==> config.mk <==
export PLATFORM = sky130hd
export DESIGN_NAME = light_hash_param
export DESIGN_NICKNAME = d
export VERILOG_FILES = /design/src/rtl/light_hash_pkg.sv /design/src/rtl/lh_aes_sbox.sv /design/src/rtl/light_hash_param.sv
export SDC_FILE = /design/constraint.sdc
export NUM_CORES = 2
export LEC_CHECK = 0
export ABC_AREA = 1
export CORE_MARGIN = 4
export CORE_UTILIZATION = 30
export DETAILED_ROUTE_END_ITERATION = 10
export HOLD_SLACK_MARGIN = 0.02
export PLACE_DENSITY_LB_ADDON = 0.3
export REMOVE_ABC_BUFFERS = 1
export SETUP_SLACK_MARGIN = 0.3
export SLEW_MARGIN = 15
export SYNTH_ARGS = -nofsm -noshare
export SYNTH_HDL_FRONTEND = slang
export SYNTH_SLANG_ARGS = --single-unit
==> constraint.sdc <==
create_clock -name clk -period 3.1 [get_ports clk]
set_input_delay 0.93 -clock clk [delete_from_list [all_inputs] [get_ports clk]]
set_output_delay 0.93 -clock clk [all_outputs]
set_load 0.005 [all_outputs]
==> src/rtl/light_hash_pkg.sv <==
// Shared definitions for the parametrised light hash core: command codes,
// FSM states and the per-lane byte rotation used by the round function.
package light_hash_pkg;

  localparam logic [1:0] CMD_HEAD = 2'b00;
  localparam logic [1:0] CMD_TAIL = 2'b01;
  localparam logic [1:0] CMD_MSG  = 2'b10;
  localparam logic [1:0] CMD_RSVD = 2'b11;

  typedef enum logic [1:0] {
    IDLE   = 2'd0,
    ABSORB = 2'd1,
    FINAL  = 2'd2,
    DONE   = 2'd3
  } lh_state_t;

  function automatic logic [7:0] rotl8(input logic [7:0] x, input int unsigned s);
    logic [15:0] d;
    d = {x, x} << (s % 8);
    return d[15:8];
  endfunction

endpackage

==> src/rtl/lh_aes_sbox.sv <==
// Combinational AES forward S-box; byte 0 of the table sits in the top bits.
module lh_aes_sbox (
  input  logic [7:0] in_byte,
  output logic [7:0] out_byte
);

  localparam logic [2047:0] TBL = {
    128'h637c777bf26b6fc53001672bfed7ab76,
    128'hca82c97dfa5947f0add4a2af9ca472c0,
    128'hb7fd9326363ff7cc34a5e5f171d83115,
    128'h04c723c31896059a071280e2eb27b275,
    128'h09832c1a1b6e5aa0523bd6b329e32f84,
    128'h53d100ed20fcb15b6acbbe394a4c58cf,
    128'hd0efaafb434d338545f9027f503c9fa8,
    128'h51a3408f929d38f5bcb6da2110fff3d2,
    128'hcd0c13ec5f974417c4a77e3d645d1973,
    128'h60814fdc222a908846eeb814de5e0bdb,
    128'he0323a0a4906245cc2d3ac629195e479,
    128'he7c8376d8dd54ea96c56f4ea657aae08,
    128'hba78252e1ca6b4c6e8dd741f4bbd8b8a,
    128'h703eb5664803f60e613557b986c11d9e,
    128'he1f8981169d98e949b1e87e9ce5528df,
    128'h8ca1890dbfe6426841992d0fb054bb16
  };

  // (255 - in_byte) * 8 + 7 is the MSB of the selected entry
  assign out_byte = TBL[{~in_byte, 3'b111} -: 8];

endmodule

==> src/rtl/light_hash_param.sv <==
// Parametrised light hash core: HEAD/MSG/TAIL framed byte absorption with
// S-box rounds, a length trailer on TAIL and a registered valid/ready handshake.
module light_hash_param
  import light_hash_pkg::*;
#(
  parameter int unsigned           DIGEST_W  = 64,
  parameter int unsigned           ROUNDS    = 32,
  parameter int unsigned           LEN_BYTES = 1,
  parameter logic [DIGEST_W-1:0]   IV        = 64'h0123456789abcdef
) (
  input  logic                clk,
  input  logic                rst_n,
  input  logic [1:0]          cmd,
  input  logic [7:0]          msg_byte,
  input  logic                msg_valid,
  output logic                msg_ready,
  output logic [DIGEST_W-1:0] digest,
  output logic                digest_ready,
  output logic                busy
);

  localparam int unsigned N     = DIGEST_W / 8;
  localparam int unsigned LEN_W = (LEN_BYTES == 0) ? 1 : 8 * LEN_BYTES;

  lh_state_t           state, state_n;
  logic [DIGEST_W-1:0] h, h_round, digest_q;
  logic [7:0]          b, b_cur, len_byte, rnd;
  logic [1:0]          lb;
  logic [LEN_W-1:0]    len;
  logic                digest_ready_q;
  logic                accept, last_rnd, last_lb;
  logic                do_head, do_msg, do_tail, do_round;

  assign msg_ready    = (state == IDLE) || (state == DONE);
  assign busy         = (state == ABSORB) || (state == FINAL);
  assign digest       = digest_q;
  assign digest_ready = digest_ready_q;

  assign accept   = msg_valid & msg_ready;
  assign last_rnd = (rnd == 8'(ROUNDS - 1));
  assign last_lb  = (lb == 2'(LEN_BYTES - 1));
  assign len_byte = 8'(len >> {lb, 3'b000});
  assign b_cur    = (state == FINAL) ? len_byte : b;

  // H'[i] = SBOX(H[i+1 mod N] ^ B) ^ rotl8(H[i], i mod 8), all lanes in parallel
  for (genvar gi = 0; gi < N; gi++) begin : g_lane
    logic [7:0] sb;
    lh_aes_sbox u_sbox (
      .in_byte  (h[((gi + 1) % N) * 8 +: 8] ^ b_cur),
      .out_byte (sb)
    );
    assign h_round[gi*8 +: 8] = sb ^ rotl8(h[gi*8 +: 8], gi % 8);
  end

  always_comb begin
    state_n  = state;
    do_head  = 1'b0;
    do_msg   = 1'b0;
    do_tail  = 1'b0;
    do_round = 1'b0;
    unique case (state)
      IDLE: begin
        if (accept) begin
          unique case (cmd)
            CMD_HEAD: do_head = 1'b1;
            CMD_MSG: begin
              do_msg  = 1'b1;
              state_n = ABSORB;
            end
            CMD_TAIL: begin
              do_tail = 1'b1;
              state_n = (LEN_BYTES == 0) ? DONE : FINAL;
            end
            default: ;
          endcase
        end
      end
      ABSORB: begin
        do_round = 1'b1;
        if (last_rnd) state_n = IDLE;
      end
      FINAL: begin
        do_round = 1'b1;
        if (last_rnd && last_lb) state_n = DONE;
      end
      DONE: begin
        if (accept && cmd == CMD_HEAD) begin
          do_head = 1'b1;
          state_n = IDLE;
        end
      end
      default: state_n = IDLE;
    endcase
  end

  always_ff @(posedge clk or negedge rst_n) begin
    if (!rst_n) state <= IDLE;
    else        state <= state_n;
  end

  always_ff @(posedge clk or negedge rst_n) begin
    if (!rst_n) begin
      h              <= IV;
      b              <= '0;
      rnd            <= '0;
      lb             <= '0;
      len            <= '0;
      digest_q       <= '0;
      digest_ready_q <= 1'b0;
    end else begin
      if (do_head) begin
        h              <= IV;
        len            <= '0;
        digest_q       <= '0;
        digest_ready_q <= 1'b0;
      end
      if (do_msg) begin
        b   <= msg_byte;
        rnd <= '0;
      end
      if (do_tail) begin
        lb  <= '0;
        rnd <= '0;
        // with no trailer the current state is already the digest
        if (LEN_BYTES == 0) begin
          digest_q       <= h;
          digest_ready_q <= 1'b1;
        end
      end
      if (do_round) begin
        h   <= h_round;
        rnd <= last_rnd ? 8'd0 : rnd + 8'd1;
        if (state == ABSORB && last_rnd) len <= len + LEN_W'(1);
        if (state == FINAL && last_rnd) begin
          lb <= lb + 2'd1;
          if (last_lb) begin
            digest_q       <= h_round;
            digest_ready_q <= 1'b1;
          end
        end
      end
    end
  end

endmodule

* After elaboration in Yosys (flattened, before gate mapping)
Index checks and enable logic that the tools add are counted.
Storage, ports and cells: flip-flop bits (word level) 157, input bits 13, logic and storage cells 107, output and inout bits 67
Operators by class: reductions and logical operators 13, equal/unequal tests 11, multiplexer cells 38, bitwise gates (word level) 25, add/subtract/negate cells 3, shift operators 9
Operator list (number):
- indexed part select 2055 x 12 -> 8 bit, first input constant | 8
- two-way mux 64 bit | 6
- bitwise XOR 8 bit | 16
- two-way mux 8 bit | 8
- inverter 8 bit | 8
- adder 8 x 1 -> 8 bit, second input constant | 2
- two-way mux 1 bit | 14
- two-way mux 2 bit | 7
- equality test 8 x 5 -> 1 bit, second input constant | 1
- case mux 2 bit (4 select lines) | 1
- >> shifter 8 x 5 -> 8 bit | 1
- equality test 2 bit, second input constant | 3
- logical NOT 2 bit | 3
- AND reduction 5 bit | 1
- equality test 2 x 1 -> 1 bit, second input constant | 2
- logical AND 1 bit | 4
- inequality test 2 x 1 -> 1 bit, second input constant | 2
- inequality test 2 bit, second input constant | 2
- case mux 2 bit (2 select lines) | 1
- inequality test 3 x 1 -> 1 bit, second input constant | 1
- nonzero test 3 bit | 1
- adder 2 x 1 -> 2 bit, second input constant | 1
- logical OR 1 bit | 2
- case mux 1 bit (2 select lines) | 1
- other kinds (3) | 3

* Logic depth before layout (Yosys ltp)
depth in word-level cells 10, depth in mapped cells 26, mapped depth without buffers 24

* By module
A second synthesis with hierarchy kept.
Unflattened totals: cells, all modules 5900, area total of the unflattened synthesis 31457.7 sq um
Modules (own cells, without submodules):
- lh_aes_sbox | area an instance 2956.6 sq um, cells an instance 634, instances 8, sequential area each 0.0 sq um
- light_hash_param | area an instance 7805.0 sq um, cells an instance 828, instances 1, sequential area each 3968.8 sq um

* Least setup slack after synthesis
Ideal clock, no wire load.
path kind register to register, from reg state[0], to reg h[9], setup slack -0.117 ns, data arrival time 3.099 ns, cell stages (with the launch flop) 24, setup time 0.118 ns, required time 2.982 ns, path buffers 3, clock period less this slack 3.217 ns, path through dfrtp_1 -> inv_1 -> ha_1 -> buf_4 -> nand2_1 -> inv_1 -> nand2_2 -> clkbuf_1 -> nand3_1 -> nand2_1 -> ha_1 -> nand3_1 -> clkbuf_1 -> nand2_1 -> inv_1 -> nand2_1 -> nand3_1 -> nand3_1 -> nand3_1 -> nand3_1 -> nand2_1 -> nand2_1 -> nand3_1 -> nand2_1
On the way: word-level cells in the longest chain between the ends 7, elaborated cells between the ends (all ways) 19, classes of those cells 3 x eq/ne; 1 x shift; 6 x mux; 4 x bitwise; 5 x reduce/logical
Ends and longest elaborated chain:
- start: declaration | line light_hash_param.sv:25 | lh_state_t state, state_n;
- start signal: assignment | line light_hash_param.sv:98 | else state <= state_n;
- equality test 2 bit (tied with other cells) | line light_hash_param.sv:43, light_hash_param.sv:61
- two-way mux 8 bit / logical OR 1 bit (equally long branches) | line light_hash_param.sv:43, light_hash_param.sv:34
- bitwise XOR 8 bit / AND 1 bit (equally long branches) | line light_hash_param.sv:49, light_hash_param.sv:39
- inverter 8 bit / logical AND 1 bit (equally long branches) | line lh_aes_sbox.sv:27, light_hash_param.sv:87
- indexed part select 2055 x 12 -> 8 bit / two-way mux 1 bit (equally long branches) | line lh_aes_sbox.sv:27, light_hash_param.sv:87
- bitwise XOR 8 bit / case mux 1 bit (2 select lines) (equally long branches) | line light_hash_param.sv:52, light_hash_param.sv:61
- two-way mux 64 bit / nonzero test 2 bit (equally long branches)
- end signal: assignment | line light_hash_param.sv:131 | h <= h_round;
- end: declaration | line light_hash_param.sv:26 | logic [DIGEST_W-1:0] h, h_round, digest_q;
Parallel ways exist; a longest one is shown, timed or not. A chain may end at the register's enable or synchronous reset.

* Worst setup path in the final report
from reg state[0], to reg digest_q[14] (netlist: digest[14])
On the way: word-level cells in the longest chain between the ends 10, elaborated cells between the ends (all ways) 22, classes of those cells 3 x eq/ne; 1 x shift; 9 x mux; 4 x bitwise; 5 x reduce/logical
Ends and longest elaborated chain:
- parallel branches: the longest is 9 deep, another holds indexed part select 2055 x 12 -> 8 bit
- two-way mux 64 bit (*) | line light_hash_param.sv:130 | if (do_round) begin
- end signal: assignment | line light_hash_param.sv:126 | digest_q <= h;
- end signal: assignment | line light_hash_param.sv:137 | digest_q <= h_round;
- end: declaration | line light_hash_param.sv:26
Every way passes the cells marked *.

==> results.tsv <==
stage	metric	value	unit
synth	Yosys reg bits	157	
timing	crit share post-route	102.5	%
cells_and_area	Final Util	48.90	%
cts	Longest Clk Path Bufs	2	
global_routing	number of global-route vias before repair	48078	
cells_and_area	fin nets	7476	
timing	count of final hold-check violations	0	
cts	CTS HTree Levels	4	
global_routing	pin count of the biggest net entering global routing	53	
routing	Vias	51660	
routing	DRC viols	2	
critical_path	cell chain of the critical path	inv_2 -> ha_4 -> buf_6 -> o21ai_2 -> xor2_1 -> clkinv_1 -> nand3_2 -> nand2_1 -> nand2_1 -> buf_4 -> nand2_1 -> nand2_1 -> nand2_1	
routing	Avg WL per Cell	24.57	µm
placed_design	Port Buffers	79	
cts	TritonCTS Buffers	17	
critical_path	crit path buf inv count	4	
critical_path	Arr. time, crit path	3.58	ns
cts	Worst-Skew Late Latency	0.51	ns
cells_and_area	most common cell after layout, fill and taps aside	nand3_1	
synth	number of synthesized flops with an enable pin	0	
placed_design	Routability Congestion	1.052	
global_routing	All-Layer GR Usage	36.48	%
die	total die area	111400	µm²
routing	Routed Antenna Nets	0	
timing	minimum clock period after layout	3.178	ns
die	Core Footprint	105400	µm²
synth	post-synthesis sequential area ratio	12.46	%
timing	RSZ-0062 raised after global routing	true	
die	DIE HEIGHT	333.8	µm
placed_design	HPWL after DPL	163.2	mm
critical_path	crit path capture type	flip-flop	
cts	CTS tree	built	
synth	syn_area_per_cell	5.199	µm²
cts	clk sinks	157	
global_routing	initial antenna violation count	3	
critical_path	Setup CP Type	flip-flop to flip-flop	
routing	iteration-0 DRC count of the detailed router	8186	
cells_and_area	Filler cells	10987	
critical_path	Slowest cell on crit path	o21ai_2	
routing	drt first pass iters	11	
critical_path	Slowest Stage Delay on Critical Path	0.74	ns
job	Max Cap Viol	0	
outcome	failing checks	DRC, setup timing	
synth	Syn Inst Count	6126	
cells_and_area	share of layout cells above drive strength 1	34.26	%
timing	Sum Neg Setup Slack	-0.2579	ns
outcome	outcome	finished, violations left	
routing	final wirelength	214.8	mm
global_routing	gr ovfl total	0	
die	Die Width	333.8	µm
critical_path	CP delay by family, top	buffers and inverters	
synth	ys flop type	dfrtp_1	
critical_path	r2r setup slk	-0.08	ns
timing	relative slew slack	37.32	%
die	Initial Utilization	30.21	%
critical_path	R2R depth	13	
cells_and_area	most frequent cells in the layout	nand3_1 (2160), nand2_1 (1701), buf_4 (1251)	
critical_path	CP Max Fanout	9	
synth	warning count from the yosys run	0	
synth	Distinct cells, synth	43	
global_routing	first-pass GRT wire length	314.0	mm
critical_path	CP Data Required Time	3.50	ns
timing	Setup Viol. Count Final	12	
timing	Worst-Margin Slew	0.9400	ns
critical_path	type of origin of the critical path	flip-flop	
cts	clk root buf	clkbuf_16	
timing	Fmax achieved	314.7	MHz
die	row count	119	
critical_path	reg2reg start	state[0]	
critical_path	CP startpoint	state[0]	
synth	Async S/R FF share, synth	100.0	%
synth	Synth Cell Area	31850	µm²
timing	Setup WS post-layout	-0.07763	ns
worst_hold_path	worst hold path class	input pin to asynchronous set/reset pin	
critical_path	FF-to-FF End	digest[14]	
critical_path	Worst path most repeated cell	nand2_1	
cells_and_area	area delta synth->final	61.86	%
die	I/O Pins	80	
routing	DR vias/cell	5.910	
timing	Worst Skew	0.01810	ns
timing	final max-slew violation count	0	
cts	Reg clk slew, reported paths	0.08	ns
-- worst reg2reg max path: cells and delay by family, from the launching register on --
family	cells	cell delay [ns]
buffers and inverters	4	0.86
AOI/OAI and AO/OA	1	0.74
and+or+nand+nor	6	0.65
DFF	1	0.38
xor gates and xnor gates	1	0.26
adders and majority gates	1	0.19
-- cells in the mapped netlist (all sizes together) (3+ instances only) --
| cell type | number | share of area, % |
|---|---|---|
| nor3 | 5 | 0.079 |
| ha | 127 | 5.0 |
| clkbuf | 188 | 2.2 |
| or2 | 9 | 0.18 |
| clkinv | 7 | 0.083 |
| a21oi | 103 | 1.6 |
| o21ai | 78 | 1.3 |
| o32ai | 3 | 0.083 |
| buf | 227 | 3.6 |
| o211ai | 34 | 0.80 |
| a31oi | 4 | 0.079 |
| dfrtp | 125 | 9.8 |
| nand3 | 2558 | 40 |
| xor2 | 25 | 0.76 |
| nand2 | 2019 | 24 |
| nor2 | 181 | 2.2 |
| nand4 | 20 | 0.39 |
| dfstp | 32 | 2.6 |
| nand3b | 11 | 0.26 |
| inv | 350 | 4.1 |
| mux2 | 7 | 0.25 |
-- timing repair --
| item | 4_1_cts | 5_1_grt |
|---|---|---|
| pin swaps | 102 | 118 |
| gates cloned | 10 | 11 |
| hold buffers | 0 | 0 |
| endpoints found under the setup margin | 130 | 138 |
| gates resized for setup | 639 | 509 |
| endpoints found under the hold margin | 0 | 0 |
| setup buffers | 29 | 41 |
-- per-stage QoR --
stage	cell area (µm²)	setup slack, ns	hold slack, ns	std cells
final	51550	-0.07763	0.3188	8741
after global routing	51550	-0.1507	0.3358	8740
after CTS	48930	0.07601	0.3449	8688
after detailed placement	45220	-0.5014	0.4794	8617
after global placement	45220	-0.5379	0.4702	8617
after floorplan	29990	-2.864	0.4461	5711
-- cell families (layout without fill, tap and decap cells) --
kind of cell / after synthesis / in the layout / share of synthesized area [%]
adder cells (fa/ha/maj): 127 / 127 / 4.989
multiplexers: 8 / 8 / 0.2789
other: 0 / 1 / 0
AO/OA/AOI/OAI: 231 / 231 / 4.074
buffers and inverters: 772 / 1994 / 10.06
AND/OR/NAND/NOR: 4805 / 4806 / 67.35
XOR/XNOR: 26 / 26 / 0.7857
flip-flops: 157 / 157 / 12.46
-- flip-flops by register name (all words and copies together) (netlist names) --
signal and flops:
lb 2, rnd 8, state 2, digest 64, len 8, h 64
digest_ready 1, b 8
-- area by class of cell --
class | count | area (µm²) | share of cell area, %
Antenna cell | 1 | 2.502 | 0.004854
Clock buffer | 17 | 425.4 | 0.8252
Clock inverter | 15 | 173.9 | 0.3374
Inverter | 357 | 1356 | 2.631
Multi-Input combinational cell | 5198 | 28920 | 56.10
Sequential cell | 157 | 3969 | 7.699
Tap cell | 1391 | 1740 | 3.376
Timing Repair Buffer | 1605 | 14960 | 29.02
-- worst max-delay path by stage --
stage | endpoint | slack (ns) | cells after the start
3_5_place_dp | h[41] | -0.50 | 23
3_3_place_gp | h[56] | -0.54 | 24
2_1_floorplan | digest[0] | -2.86 | 7
6_report | digest[14] | -0.08 | 13
4_1_cts | h[36] | 0.08 | 25
5_1_grt | h[11] | -0.15 | 24
-- layer usage --
| layer | track usage (%) | wire length, µm | up-vias | part of all wire [%] |
|---|---|---|---|---|
| met1 | 49.23 | 87290 | 24034 | 41 |
| met4 | 16.05 | 12730 | 0 | 5.9 |
| met2 | 56.53 | 91660 | 3566 | 43 |
| met5 | 0 | 0 | - | 0 |
| li1 | - | - | 23196 | - |
| met3 | 7.093 | 23120 | 864 | 11 |
Power is not shown: default switching activity piles up to over one toggle a cycle in this logic, so the estimate is an artifact.
